--- src/rtl/l1a_smp_pkg.sv ---
// Shared widths, field positions and helpers for the ring-buffer write-side
// L1A sequencer.
package l1a_smp_pkg;

  localparam int L1ACNT_W  = 24;
  localparam int L1AMCNT_W = 12;
  localparam int OCNT_W    = 4;
  localparam int SMAX_W    = 7;

  // 38-bit sample tag: {phase, match, l1amcnt, l1acnt}
  localparam int TAG_W        = 2 + L1AMCNT_W + L1ACNT_W;
  localparam int TAG_PHASE_B  = TAG_W - 1;
  localparam int TAG_MATCH_B  = TAG_W - 2;
  localparam int TAG_MCNT_LSB = L1ACNT_W;
  localparam int TAG_CNT_LSB  = 0;

  // 6-bit overlap word: {multi_ovlp, ovrlp, ovrlap_cnt}
  localparam int OVR_W       = 2 + OCNT_W;
  localparam int OVR_MULTI_B = OVR_W - 1;
  localparam int OVR_OVRLP_B = OVR_W - 2;
  localparam int OVR_CNT_LSB = 0;

  localparam int MAX_WIN_MIN = 2;
  localparam int MAX_WIN_MAX = (1 << OCNT_W) - 1;

  typedef logic [TAG_W-1:0] l1a_tag_t;
  typedef logic [OVR_W-1:0] ovr_word_t;

  // Number of *other* windows overlapping this sample, saturated to the field.
  function automatic logic [OCNT_W-1:0] ovl_sat(input logic [OCNT_W:0] n);
    logic [OCNT_W:0] m;
    m = (n == '0) ? '0 : n - (OCNT_W+1)'(1);
    return m[OCNT_W] ? '1 : m[OCNT_W-1:0];
  endfunction

endpackage

--- src/rtl/smp_win_table.sv ---
// Table of open readout windows: one remaining-sample down-counter per entry,
// an entry is live while its counter is non-zero.
module smp_win_table
  import l1a_smp_pkg::*;
#(
  parameter int MAX_WIN = 8
) (
  input  logic              CLK,
  input  logic              RST_RESYNC,
  input  logic              alloc_i,
  input  logic [SMAX_W-1:0] alloc_cnt_i,
  input  logic              dec_i,
  output logic              free_o,
  output logic [OCNT_W-1:0] pop_o
);

  logic [MAX_WIN-1:0][SMAX_W-1:0] rem_q, rem_d;
  logic [MAX_WIN-1:0]             vld, sel;

  always_comb begin : p_vld
    logic [OCNT_W-1:0] acc;
    acc = '0;
    for (int i = 0; i < MAX_WIN; i++) begin
      vld[i] = |rem_q[i];
      acc    = acc + {{(OCNT_W-1){1'b0}}, vld[i]};
    end
    pop_o  = acc;
    free_o = ~&vld;
  end

  // Lowest free entry takes the allocation.
  always_comb begin : p_sel
    logic found;
    found = 1'b0;
    sel   = '0;
    for (int i = 0; i < MAX_WIN; i++) begin
      if (!vld[i] && !found) begin
        sel[i] = 1'b1;
        found  = 1'b1;
      end
    end
  end

  // A freshly loaded entry is decremented by the same advance that opened it,
  // so it stays live for exactly alloc_cnt_i advances including that one.
  always_comb begin
    rem_d = rem_q;
    for (int i = 0; i < MAX_WIN; i++) begin
      if (alloc_i && sel[i]) rem_d[i] = alloc_cnt_i;
      if (dec_i && rem_d[i] != '0) rem_d[i] = rem_d[i] - SMAX_W'(1);
    end
  end

  always_ff @(posedge CLK or posedge RST_RESYNC) begin
    if (RST_RESYNC) rem_q <= '0;
    else            rem_q <= rem_d;
  end

endmodule

--- src/rtl/l1a_smp_ctrl.sv ---
// Write-side sequencer for the DAQ ring buffer: turns L1A pulses into per-sample
// trigger tags, a first-word write strobe and per-sample overlap flags.
module l1a_smp_ctrl
  import l1a_smp_pkg::*;
#(
  parameter int MAX_WIN = 8
) (
  input  logic              CLK,
  input  logic              RST_RESYNC,
  input  logic              L1A,
  input  logic              L1A_MATCH,
  input  logic              SMP_PHASE,
  input  logic              SMP_ADV,
  input  logic [SMAX_W-1:0] SAMP_MAX,
  output logic [TAG_W-1:0]  L1A_SMP_DATA,
  output logic [OVR_W-1:0]  OVRLP_SMP_DATA,
  output logic              L1A_WRT_EN,
  output logic [OCNT_W-1:0] ACTIVE_WIN,
  output logic              L1A_ERR
);

  if (MAX_WIN < MAX_WIN_MIN || MAX_WIN > MAX_WIN_MAX) begin : g_bad_max_win
    $error("l1a_smp_ctrl: MAX_WIN out of range");
  end

  logic [L1ACNT_W-1:0]  cnt_q, cnt_d;
  logic [L1AMCNT_W-1:0] mcnt_q, mcnt_d;
  logic                 pend_q, pend_d;
  l1a_tag_t             ptag_q, ptag_d, tag_q, tag_d;
  ovr_word_t            ovr_q, ovr_d;
  logic                 wrt_q, wrt_d, err_q, err_d;

  logic                 free, drop, issue, alloc;
  logic [OCNT_W-1:0]    pop;
  logic [OCNT_W:0]      nwin;
  logic [SMAX_W-1:0]    load;

  assign load = (SAMP_MAX == '0) ? SMAX_W'(1) : SAMP_MAX;

  always_comb begin
    cnt_d  = cnt_q;
    mcnt_d = mcnt_q;
    pend_d = pend_q;
    ptag_d = ptag_q;
    tag_d  = tag_q;
    ovr_d  = ovr_q;

    drop  = SMP_ADV && pend_q && ptag_q[TAG_MATCH_B] && !free;
    issue = SMP_ADV && pend_q && !drop;
    alloc = issue && ptag_q[TAG_MATCH_B];
    nwin  = {1'b0, pop} + {{OCNT_W{1'b0}}, alloc};

    wrt_d = issue;
    err_d = drop;

    if (issue) tag_d = ptag_q;

    if (SMP_ADV) begin
      pend_d                                = 1'b0;
      ovr_d[OVR_MULTI_B]                    = (nwin >= (OCNT_W+1)'(3));
      ovr_d[OVR_OVRLP_B]                    = (nwin >= (OCNT_W+1)'(2));
      ovr_d[OVR_CNT_LSB +: OCNT_W]          = ovl_sat(nwin);
    end

    // Every L1A is counted; its tag survives only if the pending slot is
    // free this cycle (an advance in the same cycle empties it).
    if (L1A) begin
      cnt_d = cnt_q + L1ACNT_W'(1);
      if (L1A_MATCH) mcnt_d = mcnt_q + L1AMCNT_W'(1);
      if (pend_q && !SMP_ADV) begin
        err_d = 1'b1;
      end else begin
        pend_d                               = 1'b1;
        ptag_d[TAG_PHASE_B]                  = SMP_PHASE;
        ptag_d[TAG_MATCH_B]                  = L1A_MATCH;
        ptag_d[TAG_MCNT_LSB +: L1AMCNT_W]    = mcnt_d;
        ptag_d[TAG_CNT_LSB +: L1ACNT_W]      = cnt_d;
      end
    end
  end

  always_ff @(posedge CLK or posedge RST_RESYNC) begin
    if (RST_RESYNC) begin
      cnt_q  <= '0;
      mcnt_q <= '0;
      pend_q <= 1'b0;
      ptag_q <= '0;
      tag_q  <= '0;
      ovr_q  <= '0;
      wrt_q  <= 1'b0;
      err_q  <= 1'b0;
    end else begin
      cnt_q  <= cnt_d;
      mcnt_q <= mcnt_d;
      pend_q <= pend_d;
      ptag_q <= ptag_d;
      tag_q  <= tag_d;
      ovr_q  <= ovr_d;
      wrt_q  <= wrt_d;
      err_q  <= err_d;
    end
  end

  smp_win_table #(.MAX_WIN(MAX_WIN)) u_win_tbl (
    .CLK         (CLK),
    .RST_RESYNC  (RST_RESYNC),
    .alloc_i     (alloc),
    .alloc_cnt_i (load),
    .dec_i       (SMP_ADV),
    .free_o      (free),
    .pop_o       (pop)
  );

  assign L1A_SMP_DATA   = tag_q;
  assign OVRLP_SMP_DATA = ovr_q;
  assign L1A_WRT_EN     = wrt_q;
  assign L1A_ERR        = err_q;
  assign ACTIVE_WIN     = pop;

endmodule

--- config.mk ---
export PLATFORM = sky130hd
export DESIGN_NAME = l1a_smp_ctrl
export DESIGN_NICKNAME = d
export VERILOG_FILES = /design/src/rtl/l1a_smp_pkg.sv /design/src/rtl/smp_win_table.sv /design/src/rtl/l1a_smp_ctrl.sv
export SDC_FILE = /design/constraint.sdc
export NUM_CORES = 1
export LEC_CHECK = 0
export ABC_AREA = 1
export CORE_ASPECT_RATIO = 0.5
export CORE_MARGIN = 8
export CORE_UTILIZATION = 54
export DETAILED_ROUTE_END_ITERATION = 10
export GPL_TIMING_DRIVEN = 0
export HOLD_SLACK_MARGIN = 0.06
export PLACE_DENSITY = 0.8
export SLEW_MARGIN = 10
export SYNTH_ARGS = -nofsm -noshare
export SYNTH_HDL_FRONTEND = slang
export SYNTH_SLANG_ARGS = --single-unit
--- constraint.sdc ---
create_clock -name CLK -period 5.4 [get_ports CLK]
set_input_delay 0.81 -clock CLK [delete_from_list [all_inputs] [get_ports CLK]]
set_output_delay 0.81 -clock CLK [all_outputs]
set_load 0.02 [all_outputs]
# Yosys cells after proc, flatten, opt, wreduce, memory -nomap -nowiden
# Index checks and enable logic that the tools add are counted.
# W data, S select, Z words.
[totals]
ff_bits = 177
inputBits = 13
output_inout_bits = 50
wordCells = 141
[classes]
add_sub_neg = 19
magnitude_cmp = 2
muxes = 39
n_bitwise = 1
n_reduce_logical = 64
[op_table]
columns = ["op", "count"]
rows = [
  ["$mux W7", 17],
  ["$reduce_bool A7 Y1", 8],
  ["$reduce_or A7 Y1", 8],
  ["$sub A7 B1 Y7 const B", 8],
  ["$logic_and A1 B1 Y1", 29],
  ["$add A24 B1 Y24 const B", 1],
  ["$add A4 B1 Y4", 6],
  ["$mux W1", 19],
  ["$logic_not A1 Y1", 15],
  ["$add A12 B1 Y12 const B", 1],
  ["$mux W12", 1],
  ["$ge A5 B2 Y1 const B", 2],
  ["$reduce_and A8 Y1", 1],
  ["$logic_not A7 Y1", 1],
  ["$add A4 B1 Y5", 1],
  ["$logic_not A5 Y1", 1],
  ["$mux W5", 1],
  ["$sub A5 B1 Y5 const B", 1],
  ["$mux W4", 1],
  ["$add A1 B1 Y2", 1],
  ["$reduce_and A2 Y1", 1],
  ["$not A1 Y1", 1],
]

# Logic depth before layout (Yosys ltp)
# Gate-level depths: netlist (run 1).
[depth]
depth_word = 27
ltp_mapped = 22

# Modules after synthesis
# A second synthesis (run 1) with hierarchy kept.
[hier_totals]
cells_unflattened = 1380
hier_area_um2 = 10181.0
[by_module_without_submodules]
columns = ["mod", "instances", "cells_each", "area_each_um2", "seq_area_each_um2"]
rows = [
  ["l1a_smp_ctrl", 1, 714, 5679.2, 3027.9],
  ["smp_win_table", 1, 666, 4501.8, 1401.3],
]

# Worst setup path after synthesis (run 1)
# No wires, ideal clock.
[synth_path]
path_type = "reg2reg"
startpoint = "register u_win_tbl.rem_q[1] (netlist name)"
endpoint = "register ovr_q[1] (netlist: OVRLP_SMP_DATA[1])"
setup_ps = 138
arrival_time_ps = 4588
t_required_ps = 5262
setup_slack_ps = 674
path_stages_with_launch = 20
n_path_buf = 0
path_cell_list = "dfrtp_1 -> or2_2 -> nor3_4 -> inv_1 -> ha_1 -> inv_1 -> fa_1 -> fa_1 -> inv_1 -> fa_1 -> inv_1 -> fa_1 -> inv_1 -> ha_1 -> inv_1 -> ha_1 -> nand2_1 -> or2_2 -> a21boi_0 -> o21ai_0"
[synth_via]
elab_chain_cells = 12
[synth_lines]
columns = ["element", "line_no", "rtl"]
rows = [
  ["start: declaration", "smp_win_table.sv:17", "logic [MAX_WIN-1:0][SMAX_W-1:0] rem_q, rem_d;"],
  ["start signal: assignment", "smp_win_table.sv:56", "else rem_q <= rem_d;"],
  ["$reduce_or A7 Y1 *", "smp_win_table.sv:24", "vld[i] = |rem_q[i];"],
  ["$add A1 B1 Y2 *", "smp_win_table.sv:25", "acc = acc + {{(OCNT_W-1){1'b0}}, vld[i]};"],
  ["$add A4 B1 Y4 * (6 in series)", "smp_win_table.sv:25", ""],
  ["net ACTIVE_WIN[1]", "l1a_smp_ctrl.sv:18", "output logic [OCNT_W-1:0] ACTIVE_WIN,"],
  ["$add A4 B1 Y5 *", "l1a_smp_ctrl.sv:51", "nwin = {1'b0, pop} + {{OCNT_W{1'b0}}, alloc};"],
  ["$sub A5 B1 Y5 or $logic_not A5 Y1 (tied branches)", "l1a_smp_pkg.sv:32", "m = (n == '0) ? '0 : n - (OCNT_W+1)'(1);"],
  ["$mux W5 *", "l1a_smp_pkg.sv:32", ""],
  ["$mux W4 *", "l1a_smp_pkg.sv:33", "return m[OCNT_W] ? '1 : m[OCNT_W-1:0];"],
  ["end signal: assignment", "l1a_smp_ctrl.sv:98", "ovr_q <= ovr_d;"],
  ["end: declaration", "l1a_smp_ctrl.sv:30", "ovr_word_t ovr_q, ovr_d;"],
]
# Mark *: on every way through the listed nets, which the timed path passes. The rest lies on a longest branch.
# A chain may end at the register's enable or synchronous reset.

# Final worst setup path (run 1)
[layout_path]
startpoint = "register u_win_tbl.rem_q[1] (netlist name)"
endpoint = "output port ACTIVE_WIN[1]"
[layout_via]
elab_chain_cells = 8
[layout_lines]
columns = ["element", "line_no"]
rows = [
  ["$reduce_or A7 Y1", "smp_win_table.sv:24"],
  ["$add A1 B1 Y2", "smp_win_table.sv:25"],
  ["$add A4 B1 Y4 (6 in series)", "smp_win_table.sv:25"],
  ["end: declaration", "l1a_smp_ctrl.sv:18"],
]
# Every way passes these cells.

==> results.md, run 1 <==
- # clock sinks: 177
- Main synth FF type: dfrtp_1
- Fmax: 0.193 GHz
- Rel. slew slack: 0.484
- Leading area contributor after synthesis: dfrtp_1
- RD Place Congestion: 0.896
- DRC viols: 0
- Ys async rst share: 1.00
- Number of synthesized flops with an enable pin: 0
- Largest net degree at the start of global routing: 38
- Die Width: 208 um
- Port bufs: 61
- CTS tree: built
- Hpwl dp: 18100 um
- Syn-to-layout area delta: 16.1%
- Actual slew at the worst max-slew pin: 0.773 ns
- CTS buffer count: 17
- Commonest cells in the netlist: nand2_1, dfrtp_1, inv_1
- Drt pass-1 iters: 7
- # IOs: 63
- Clk_lat worst skew: 0.44 ns
- Clock transition at the registers of the reported paths: 0.08 ns
- Synth area leaders: dfrtp_1, nand2_1, o21ai_0
- Max-slew violations: 0
- GRT Resource Usage Total: 0.217
- H-Tree Depth: 4
- Final Hold Fails: 0
- Root Driver: clkbuf_16
- Fin crit share: 0.962
- Yosys cell types: 43
- Vias in the first global route: 8872
- Die Span Y: 112 um
- Final Critical Period: 5.19 ns
- RSZ-0062 raised after global routing: false
- Startpoint types: flop
- DR vias: 8939
- Mean Syn Cell Area: 7.46 sq um
- Total gr overflow: 0
- Top-count cell post-synth: nand2_1
- Synth Instances: 1334
- Final core occ: 0.634
- Routed WL: 24900 um
- First-pass GRT wire length: 42100 um
- Full die area: 23300 sq um
- Hold_buf cts: 0
- Syn_nets: 1378
- Initial DRC count: 696
- Setup CP Type: reg2out
- Power density over the cells: 573 nW/um^2
- Clock Path Buffers: 2
- FP Rows: 35
- Post-route ant nets: 0
- Nets: 1463
- Post-synth top area share: 0.445
- Core area: 18200 sq um
- Hold Path Class: reg2reg
- CP max FO: 3
- Pleak: 5.90 nW
- Max Clock Skew: 0.0180 ns
- Starting Density: 0.546
- Critical Path Sink Type: output port
- Antenna Cells: 0
- Outcome: complete, no violations
- Wire per inst: 14.9 um
- Crit path DAT: 4.38 ns
- CP required: 4.59 ns
- Routed vias/inst: 5.35
- Initial antenna violation count: 0
- Register area share after synthesis: 0.445
- Yosys synthesis warning count: 0
- Max-cap violation count: 0
- Final setup vio count: 0
- Fin Setup TNS: 0 ns
- Seq cells post-synth: 177
- Max VDD drop: 0.285 mV
- Syn Std Cell Area: 9950 sq um
- Share of post-route cells with drive strength above 1: 0.0601
-- sequential cells by signal (all words and copies together), names as in the netlist, 6 cells and up --
signal and flops:
OVRLP_SMP_DATA 6, u_win_tbl.rem_q 56, cnt_q 24, mcnt_q 12, ptag_q 38, L1A_SMP_DATA 38
-- worst paths after layout --
path                               startpoint                end  slack [ns]  depth (start not counted)
max in group asynchronous          RST_RESYNC          ptag_q[8]        3.55                          5
setup reg to reg           u_win_tbl.rem_q[1]  OVRLP_SMP_DATA[1]        0.41                         19
min in group asynchronous          RST_RESYNC  OVRLP_SMP_DATA[2]        0.79                          2
hold reg to reg                    ptag_q[10]   L1A_SMP_DATA[10]        0.47                          2
setup / recovery           u_win_tbl.rem_q[1]      ACTIVE_WIN[1]        0.21                         13
hold / removal                     ptag_q[10]   L1A_SMP_DATA[10]        0.47                          2
-- cells in the final DEF, fill, tap and decap left out, types with 3 or more instances in the layout --
| cell type | netlist | layout |
|---|---|---|
| a21oi_1 | 12 | 12 |
| a21oi_2 | 3 | 3 |
| a21oi_4 | 3 | 3 |
| a31oi_1 | 3 | 3 |
| and2_1 | 3 | 3 |
| buf_1 | 3 | 3 |
| buf_12 | 0 | 4 |
| buf_2 | 3 | 3 |
| clkbuf_1 | 25 | 25 |
| clkbuf_16 | 0 | 17 |
| clkdlybuf4s50_1 | 0 | 59 |
| clkinv_8 | 0 | 3 |
| clkinvlp_4 | 0 | 3 |
| dfrtp_1 | 177 | 177 |
| fa_1 | 4 | 4 |
| ha_1 | 27 | 27 |
| inv_1 | 155 | 154 |
| inv_2 | 8 | 8 |
| inv_6 | 0 | 4 |
| nand2_1 | 495 | 495 |
| nand2_2 | 6 | 6 |
| nand3_1 | 49 | 49 |
| nand4_1 | 18 | 18 |
| nand4_4 | 3 | 3 |
| nor2_1 | 104 | 104 |
| nor2_2 | 5 | 5 |
| nor3_1 | 10 | 10 |
| nor4_1 | 7 | 7 |
| o21ai_0 | 118 | 118 |
| o21ai_1 | 10 | 10 |
| o21bai_1 | 15 | 15 |
| or2_2 | 4 | 4 |
| xnor2_1 | 10 | 10 |
| xor2_1 | 36 | 36 |
-- cell families (layout without fill, tap and decap cells) --
kind of cell	count (synthesis)	after routing	share of synthesized area
AOI/OAI and AO/OA	169	169	0.0955
xor gates and xnor gates	46	46	0.0405
adders and majority gates	31	31	0.0420
buffers and inverters	198	296	0.0761
DFF	177	177	0.445
and+or+nand+nor	713	713	0.301
-- timing repair --
item                                    in CTS  in global routing
setup buffers                                0                  0
gates resized for setup                      1                  1
endpoints found under the setup margin       1                  1
-- through the flow --
| stage | power (mW) | area (sq um) | hold WS [ns] | setup WS (ns) | cells |
|---|---|---|---|---|---|
| 5_1_grt | 7.14 | 11600 | 0.496 | 0.00176 | 1672 |
| 4_1_cts | 6.62 | 11600 | 0.473 | 0.0665 | 1672 |
| 6_report | 6.62 | 11600 | 0.472 | 0.208 | 1672 |
| 3_5_place_dp | 5.38 | 11000 | 0.459 | 0.377 | 1640 |
| 2_1_floorplan | 4.38 | 9950 | 0.442 | 0.674 | 1334 |
| 3_3_place_gp | 5.22 | 10900 | 0.460 | 0.436 | 1635 |
-- metal layers --
| metal | wire length [um] | part of all wire | global-route usage | up-vias |
|---|---|---|---|---|
| met3 | 1330 | 0.054 | 0.0367 | 69 |
| met5 | 0 | 0 | 0 | - |
| met2 | 12200 | 0.49 | 0.376 | 255 |
| li1 | - | - | - | 4351 |
| met4 | 721 | 0.029 | 0.0889 | 0 |
| met1 | 10600 | 0.43 | 0.266 | 4264 |
-- area by class of cell --
| class | instances | area (sq um) |
|---|---|---|
| Sequential cell | 177 | 4430 |
| Timing Repair Buffer | 66 | 719 |
| Buffer | 32 | 131 |
| Clock inverter | 14 | 144 |
| Multi-Input combinational cell | 959 | 4760 |
| Fill cell | 1527 | 6660 |
| Tap cell | 240 | 300 |
| Inverter | 166 | 629 |
| Clock buffer | 18 | 439 |
-- where the power goes --
group	leakage [nW]	switching (mW)	internal (mW)
logic	3.33	2.15	1.26
clock network	0.280	0.601	0.626
registers	2.28	0.241	1.73
-- critical path, cell delays in order (launching register included) --
cell	delay (ns)
dfrtp_1	0.38
or2_2	0.32
nor3_4	0.25
inv_1	0.10
ha_1	0.28
inv_1	0.05
fa_1	0.51
fa_1	0.55
inv_1	0.06
fa_1	0.43
inv_1	0.08
fa_1	0.42
inv_1	0.17
dlygate4sd2_1	0.36
(Power assumes the default switching activity.)
==> inputs of run 2 (changes only) <==
- ABC_AREA: 1 -> 0
- PLACE_DENSITY: 0.8 -> 0.76
- SETUP_SLACK_MARGIN: not set -> 0.4
==> run 2 against run 1 <==
  * Power shrank 20%
  * Clock power about the same
  * Via count is 16% lower
  * Area after synthesis down 5.4%
  * Hold slack improved by 0.0084 ns
  * Non-clock buffer count rose by 13
  * Clock skew fell by 0.0089 ns
  * Core utilization increased by 1.0 points
==> results.md, run 2 <==
- Outcome: complete, no violations
- Clock Path Buffers: 2
- RD Place Congestion: 0.913
- Max Clock Skew: 0.00910 ns
- RSZ-0062 raised after global routing: false
- Routed vias/inst: 5.98
- Pint: 3.22 mW
- Rel. slew slack: 0.366
- Part of the power in the clock network: 0.235
- Max-cap violation count: 0
- Final Critical Period: 4.89 ns
- CTS tree: built
- Leading area contributor after synthesis: dfrtp_1
- Max-slew violations: 0
- Hold_buf cts: 0
- Yosys synthesis warning count: 0
- Wire per inst: 18.2 um
- Multi-input gate area: 4780 sq um
- Port bufs: 60
- Synth Instances: 920
- Post-route ant nets: 0
- Main synth FF type: dfrtp_1
- Total gr overflow: 0
- Routed WL: 22800 um
- Max VDD drop: 0.399 mV
- Commonest cells in the netlist: dfrtp_1, nand2_1, xnor2_1
- # IOs: 63
- Power density over the cells: 475 nW/um^2
- Hold Path Class: reg2reg
- DRC viols: 0
- Critical Path Start: u_win_tbl.rem_q[31]
- Top reg by flops: u_win_tbl.rem_q
- Share of post-route cells with drive strength above 1: 0.133
- Seq cells post-synth: 177
- Clock transition at the registers of the reported paths: 0.08 ns
- First-pass GRT wire length: 37700 um
- Full die area: 22200 sq um
- Largest register FFs: 56
- Fmax: 0.205 GHz
- Filler Cell Count: 1380
- Clk_lat worst skew: 0.44 ns
- Nets: 1052
- Largest net degree at the start of global routing: 38
- Die Width: 203 um
- Root Driver: clkbuf_16
- CTS buffer count: 17
- Sequential power share: 0.385
- Switching share of power: 0.389
- RR Endpoint: OVRLP_SMP_DATA[3]
- # clock sinks: 177
- H-Tree Depth: 4
- Worst Setup EP: ACTIVE_WIN[1]
- Register area share after synthesis: 0.471
- Syn Std Cell Area: 9410 sq um
- Initial antenna violation count: 0
- Number of synthesized flops with an enable pin: 0
- Commonest cells after routing, fill and taps aside: dfrtp_1, nand2_1, xnor2_1, o21ai_0, clkdlybuf4s50_1
- FP Rows: 34
- Synth area leaders: dfrtp_1, xnor2_1, mux2_2
- Worst R2R Start: u_win_tbl.rem_q[31]
- Vias in the first global route: 7535
- Top-count cell post-synth: dfrtp_1
- Cell depth of the worst flop-to-flop path: 17
- Pleak: 4.61 nW
- Setup CP Type: reg2out
- CP required: 4.59 ns
- Actual slew at the worst max-slew pin: 0.943 ns
- Mean Syn Cell Area: 10.2 sq um
- Hpwl dp: 16000 um
- Final Hold Fails: 0
- DR vias: 7508
- Syn-to-layout area delta: 18.1%
- Drt pass-1 iters: 5
- Ys async rst share: 1.00
- Syn_nets: 964
- Startpoint types: flop
- Post-synth top area share: 0.471
- Hold_sp: ptag_q[10]
- Initial DRC count: 709
- Critical Path Sink Type: output port
- Crit path DAT: 4.08 ns
- GRT Resource Usage Total: 0.209
- Sw Pwr: 2.05 mW
- Fin Setup TNS: 0 ns
- Final setup vio count: 0
- Starting Density: 0.546
- Worst hold slack: 0.481 ns
- Die Span Y: 109 um
- Sequential Area: 4430 sq um
- Antenna Cells: 0
- Most common cell after layout, fill and taps aside: dfrtp_1
- Combinational share of power: 0.380
- Fin crit share: 0.905
- CP max FO: 9
- Yosys cell types: 69
- Reg2Reg Setup Slack: 0.59 ns
- Core area: 17200 sq um
## run 2: metrics by stage
step / cell area, sq um / cells / utilization / power (mW) / setup WS, ns
after floorplan: 9410 / 920 / - / 3.38 / 0.447
final: 11100 / 1255 / 0.645 / 5.28 / 0.514
after CTS: 11000 / 1253 / 0.641 / 5.24 / 0.322
after global routing: 11100 / 1255 / 0.645 / 5.61 / 0.428
after detailed placement: 10400 / 1219 / 0.604 / 3.98 / 0.0758
after global placement: 10300 / 1214 / 0.598 / 3.88 / 0.127
## run 2: power by group through the flow
stage / clock, mW / sequential [mW] / combinational [mW]
finish: 1.24 / 2.03 / 2.00
floorplan: 0 / 2.04 / 1.34
CTS: 1.26 / 2.02 / 1.97
global route: 1.31 / 2.08 / 2.22
global placement: 0 / 2.02 / 1.85
detailed placement: 0 / 2.04 / 1.94
## run 2: worst min-delay path by stage
stage,end,cells past startpoint,slack (ns)
after floorplan,ptag_q[0],2,0.44
after global placement,ptag_q[33],2,0.46
after detailed placement,ptag_q[10],2,0.47
after CTS,ptag_q[10],2,0.49
after global routing,ptag_q[8],2,0.50
final,ptag_q[10],2,0.48
## run 2: final cells by class
type | instances | area share
clock buffers | 18 | 0.0386
flip-flops and latches | 177 | 0.399
plain buffers | 42 | 0.0166
multi-input cells | 677 | 0.431
repair buffers | 69 | 0.0651
clock inverters | 14 | 0.0145
inverters | 24 | 0.00913
well taps | 234 | 0.0264
## run 2: metal layers
layer | wire (um) | vias to the layer above | global-route usage | part of all wire
met4 | 662 | 0 | 0.0973 | 0.029
met2 | 10900 | 265 | 0.353 | 0.48
met1 | 9880 | 3721 | 0.264 | 0.43
met5 | 0 | - | 0 | 0
met3 | 1350 | 70 | 0.0394 | 0.059
li1 | - | 3452 | - | -
## run 2: critical path, cell delays in order, from the launching register on
cell,delay [ns]
dfrtp_1,0.41
or3_4,0.39
or4_4,0.50
buf_8,0.16
inv_8,0.09
fa_1,0.41
fa_1,0.50
inv_1,0.06
fa_2,0.40
inv_2,0.07
fa_2,0.42
inv_2,0.09
buf_4,0.14
## run 2: repair_timing
item                                    in CTS  in global routing
endpoints found under the setup margin       9                 10
pin swaps                                    1                  4
resized for setup                           20                 12
setup buffers                                2                  2
## run 2: cells by family after synthesis
kind of cell,Yosys count,share of synthesized area
fa+ha+maj,33,0.0466
flops,177,0.471
mux,71,0.0818
simple gates,309,0.164
buf+inv,66,0.0293
xor+xnor,94,0.0875
compound gates,170,0.120
==> inputs of run 3 (changes only) <==
- CAP_MARGIN: not set -> 10
- GPL_TIMING_DRIVEN: 0 -> not set
==> run 3 against run 2 <==
  * Register-to-register slack got worse by 0.08 ns
  * Hold slack better by 0.0019 ns
  * Fmax fell by 0.49%
  * First-iteration DRC count fell by 31%
==> results.md, run 3 (same netlist as run 2, synthesis figures left out) <==
- Outcome: complete, no violations
- Reg2Reg Setup Slack: 0.51 ns
- Placed cell area: 10300 sq um
- Critical path, cell by cell: or4_4 -> nor2_4 -> nand2_4 -> ha_4 -> inv_1 -> fa_1 -> fa_1 -> inv_1 -> fa_2 -> inv_1 -> fa_1 -> inv_2 -> buf_6
- Pleak: 4.62 nW
- Hold_sp: ptag_q[33]
- Nets: 1030
- Setup CP Type: reg2out
- Filler Cell Count: 1418
- Clock Path Buffers: 2
- Final setup vio count: 0
- Fmax: 0.204 GHz
- Root Driver: clkbuf_16
- Max-slew violations: 0
- Routed vias/inst: 5.90
- Total gr overflow: 0
- Max VDD drop: 0.475 mV
- Final Critical Period: 4.91 ns
- Drt pass-1 iters: 6
- Fin crit share: 0.909
- Final Hold Fails: 0
- Port bufs: 62
- Die Width: 203 um
- Cell depth of the worst flop-to-flop path: 19
- RR Endpoint: OVRLP_SMP_DATA[1]
- RSZ-0062 raised after global routing: false
- Fin Setup TNS: 0 ns
- DR vias: 7269
- Multi-input gate area: 4780 sq um
- Actual slew at the worst max-slew pin: 1.11 ns
- # clock sinks: 177
- Rel. slew slack: 0.261
- Worst R2R Start: u_win_tbl.rem_q[3]
- Critical Path Sink Type: output port
- Startpoint types: flop
- Hold EP: ptag_q[33]
- Max-cap violation count: 0
- Initial DRC count: 490
- Initial antenna violation count: 0
- GRT Resource Usage Total: 0.201
- Hold Path Class: reg2reg
- Antenna Cells: 0
- Share of post-route cells with drive strength above 1: 0.140
- DRC viols: 0
- FP Rows: 34
- CP required: 4.59 ns
- Top reg by flops: u_win_tbl.rem_q
- Most common cell after layout, fill and taps aside: dfrtp_1
- Clock transition at the registers of the reported paths: 0.07 ns
- Min-Delay Path Depth: 2
- H-Tree Depth: 4
- Largest register FFs: 56
- Crit path DAT: 4.10 ns
- Power density over the cells: 483 nW/um^2
- Hpwl dp: 14500 um
- Max Clock Skew: 0.0126 ns
- Commonest cells after routing, fill and taps aside: dfrtp_1, nand2_1, xnor2_1, clkdlybuf4s50_1, o21ai_0
- CP max FO: 4
- RD Place Congestion: 0.906
- Routed WL: 22100 um
- Full die area: 22200 sq um
- Slowest cell on crit path: or4_4
- Clk_lat worst skew: 0.44 ns
- CTS tree: built
- CTS buffer count: 17
- Post-route ant nets: 0
- Core area: 17200 sq um
- Syn-to-layout area delta: 17.4%
- Die Span Y: 109 um
- First-pass GRT wire length: 36500 um
- Sequential Area: 4430 sq um
- Worst path max stage delay: 0.55 ns
- Vias in the first global route: 7114
- # IOs: 63
- Largest net degree at the start of global routing: 176
- Starting Density: 0.546
- Finished Cell Area: 11000 sq um
- Wire per inst: 17.9 um
run 3: changes by cell type in the layout (fill, tap and decap cells not counted), moves of 3 or more:
| cell | change |
|---|---|
| buf_12 | -3 |
| buf_4 | +17 |
| clkbuf_1 | -33 |
| buf_2 | -6 |
run 3: repair_timing:
item | in CTS | in global routing
setup buffers | 2 | 5
endpoints found under the setup margin | 7 | 5
hold buffers | 0 | 0
pin swaps | 3 | 5
resized for setup | 20 | 7
run 3: cell type report:
class	instances	share of cell area
tap	234	0.0265
inverter	24	0.00895
clock inverter	14	0.0152
multi-input combinational	677	0.433
clock buffer	17	0.0385
sequential	177	0.401
timing repair buffer	89	0.0768
run 3: metal layers:
| layer | wire, um | global-route usage | vias to the layer above |
|---|---|---|---|
| met3 | 1210 | 0.0394 | 52 |
| met5 | 0 | 0 | - |
| met2 | 10500 | 0.327 | 241 |
| li1 | - | - | 3407 |
| met4 | 544 | 0.0762 | 0 |
| met1 | 9860 | 0.268 | 3569 |
run 3: how the worst max path moves through the flow:
stage	start	endpoint	slack, ns
2_1_floorplan	u_win_tbl.rem_q[3]	OVRLP_SMP_DATA[3]	0.45
4_1_cts	u_win_tbl.rem_q[3]	ACTIVE_WIN[2]	0.30
3_3_place_gp	u_win_tbl.rem_q[3]	ACTIVE_WIN[1]	0.23
3_5_place_dp	u_win_tbl.rem_q[3]	ACTIVE_WIN[2]	0.13
5_1_grt	u_win_tbl.rem_q[10]	OVRLP_SMP_DATA[1]	0.30
6_report	u_win_tbl.rem_q[3]	ACTIVE_WIN[1]	0.49
run 3: through the flow:
stage / hold slack (ns) / std cells / power (mW) / worst slack [ns] / util
after floorplan: 0.444 / 920 / 3.38 / 0.447 / -
after global placement: 0.458 / 1193 / 3.89 / 0.226 / 0.598
after detailed placement: 0.469 / 1193 / 3.98 / 0.132 / 0.598
after CTS: 0.485 / 1226 / 5.27 / 0.296 / 0.636
after global routing: 0.510 / 1232 / 5.67 / 0.305 / 0.641
final: 0.483 / 1232 / 5.33 / 0.489 / 0.641
run 3: power by group:
part | switching, mW | internal [mW]
Sequential | 0.329 | 1.70
Clock | 0.602 | 0.661
Combinational | 1.11 | 0.929
run 3: worst max-delay path, delay by kind of cell (launching register included):
family / cells / cell delay, ns
fa+ha+maj: 5 / 2.06
buf+inv: 5 / 0.44
flops: 1 / 0.41
simple gates: 3 / 0.76
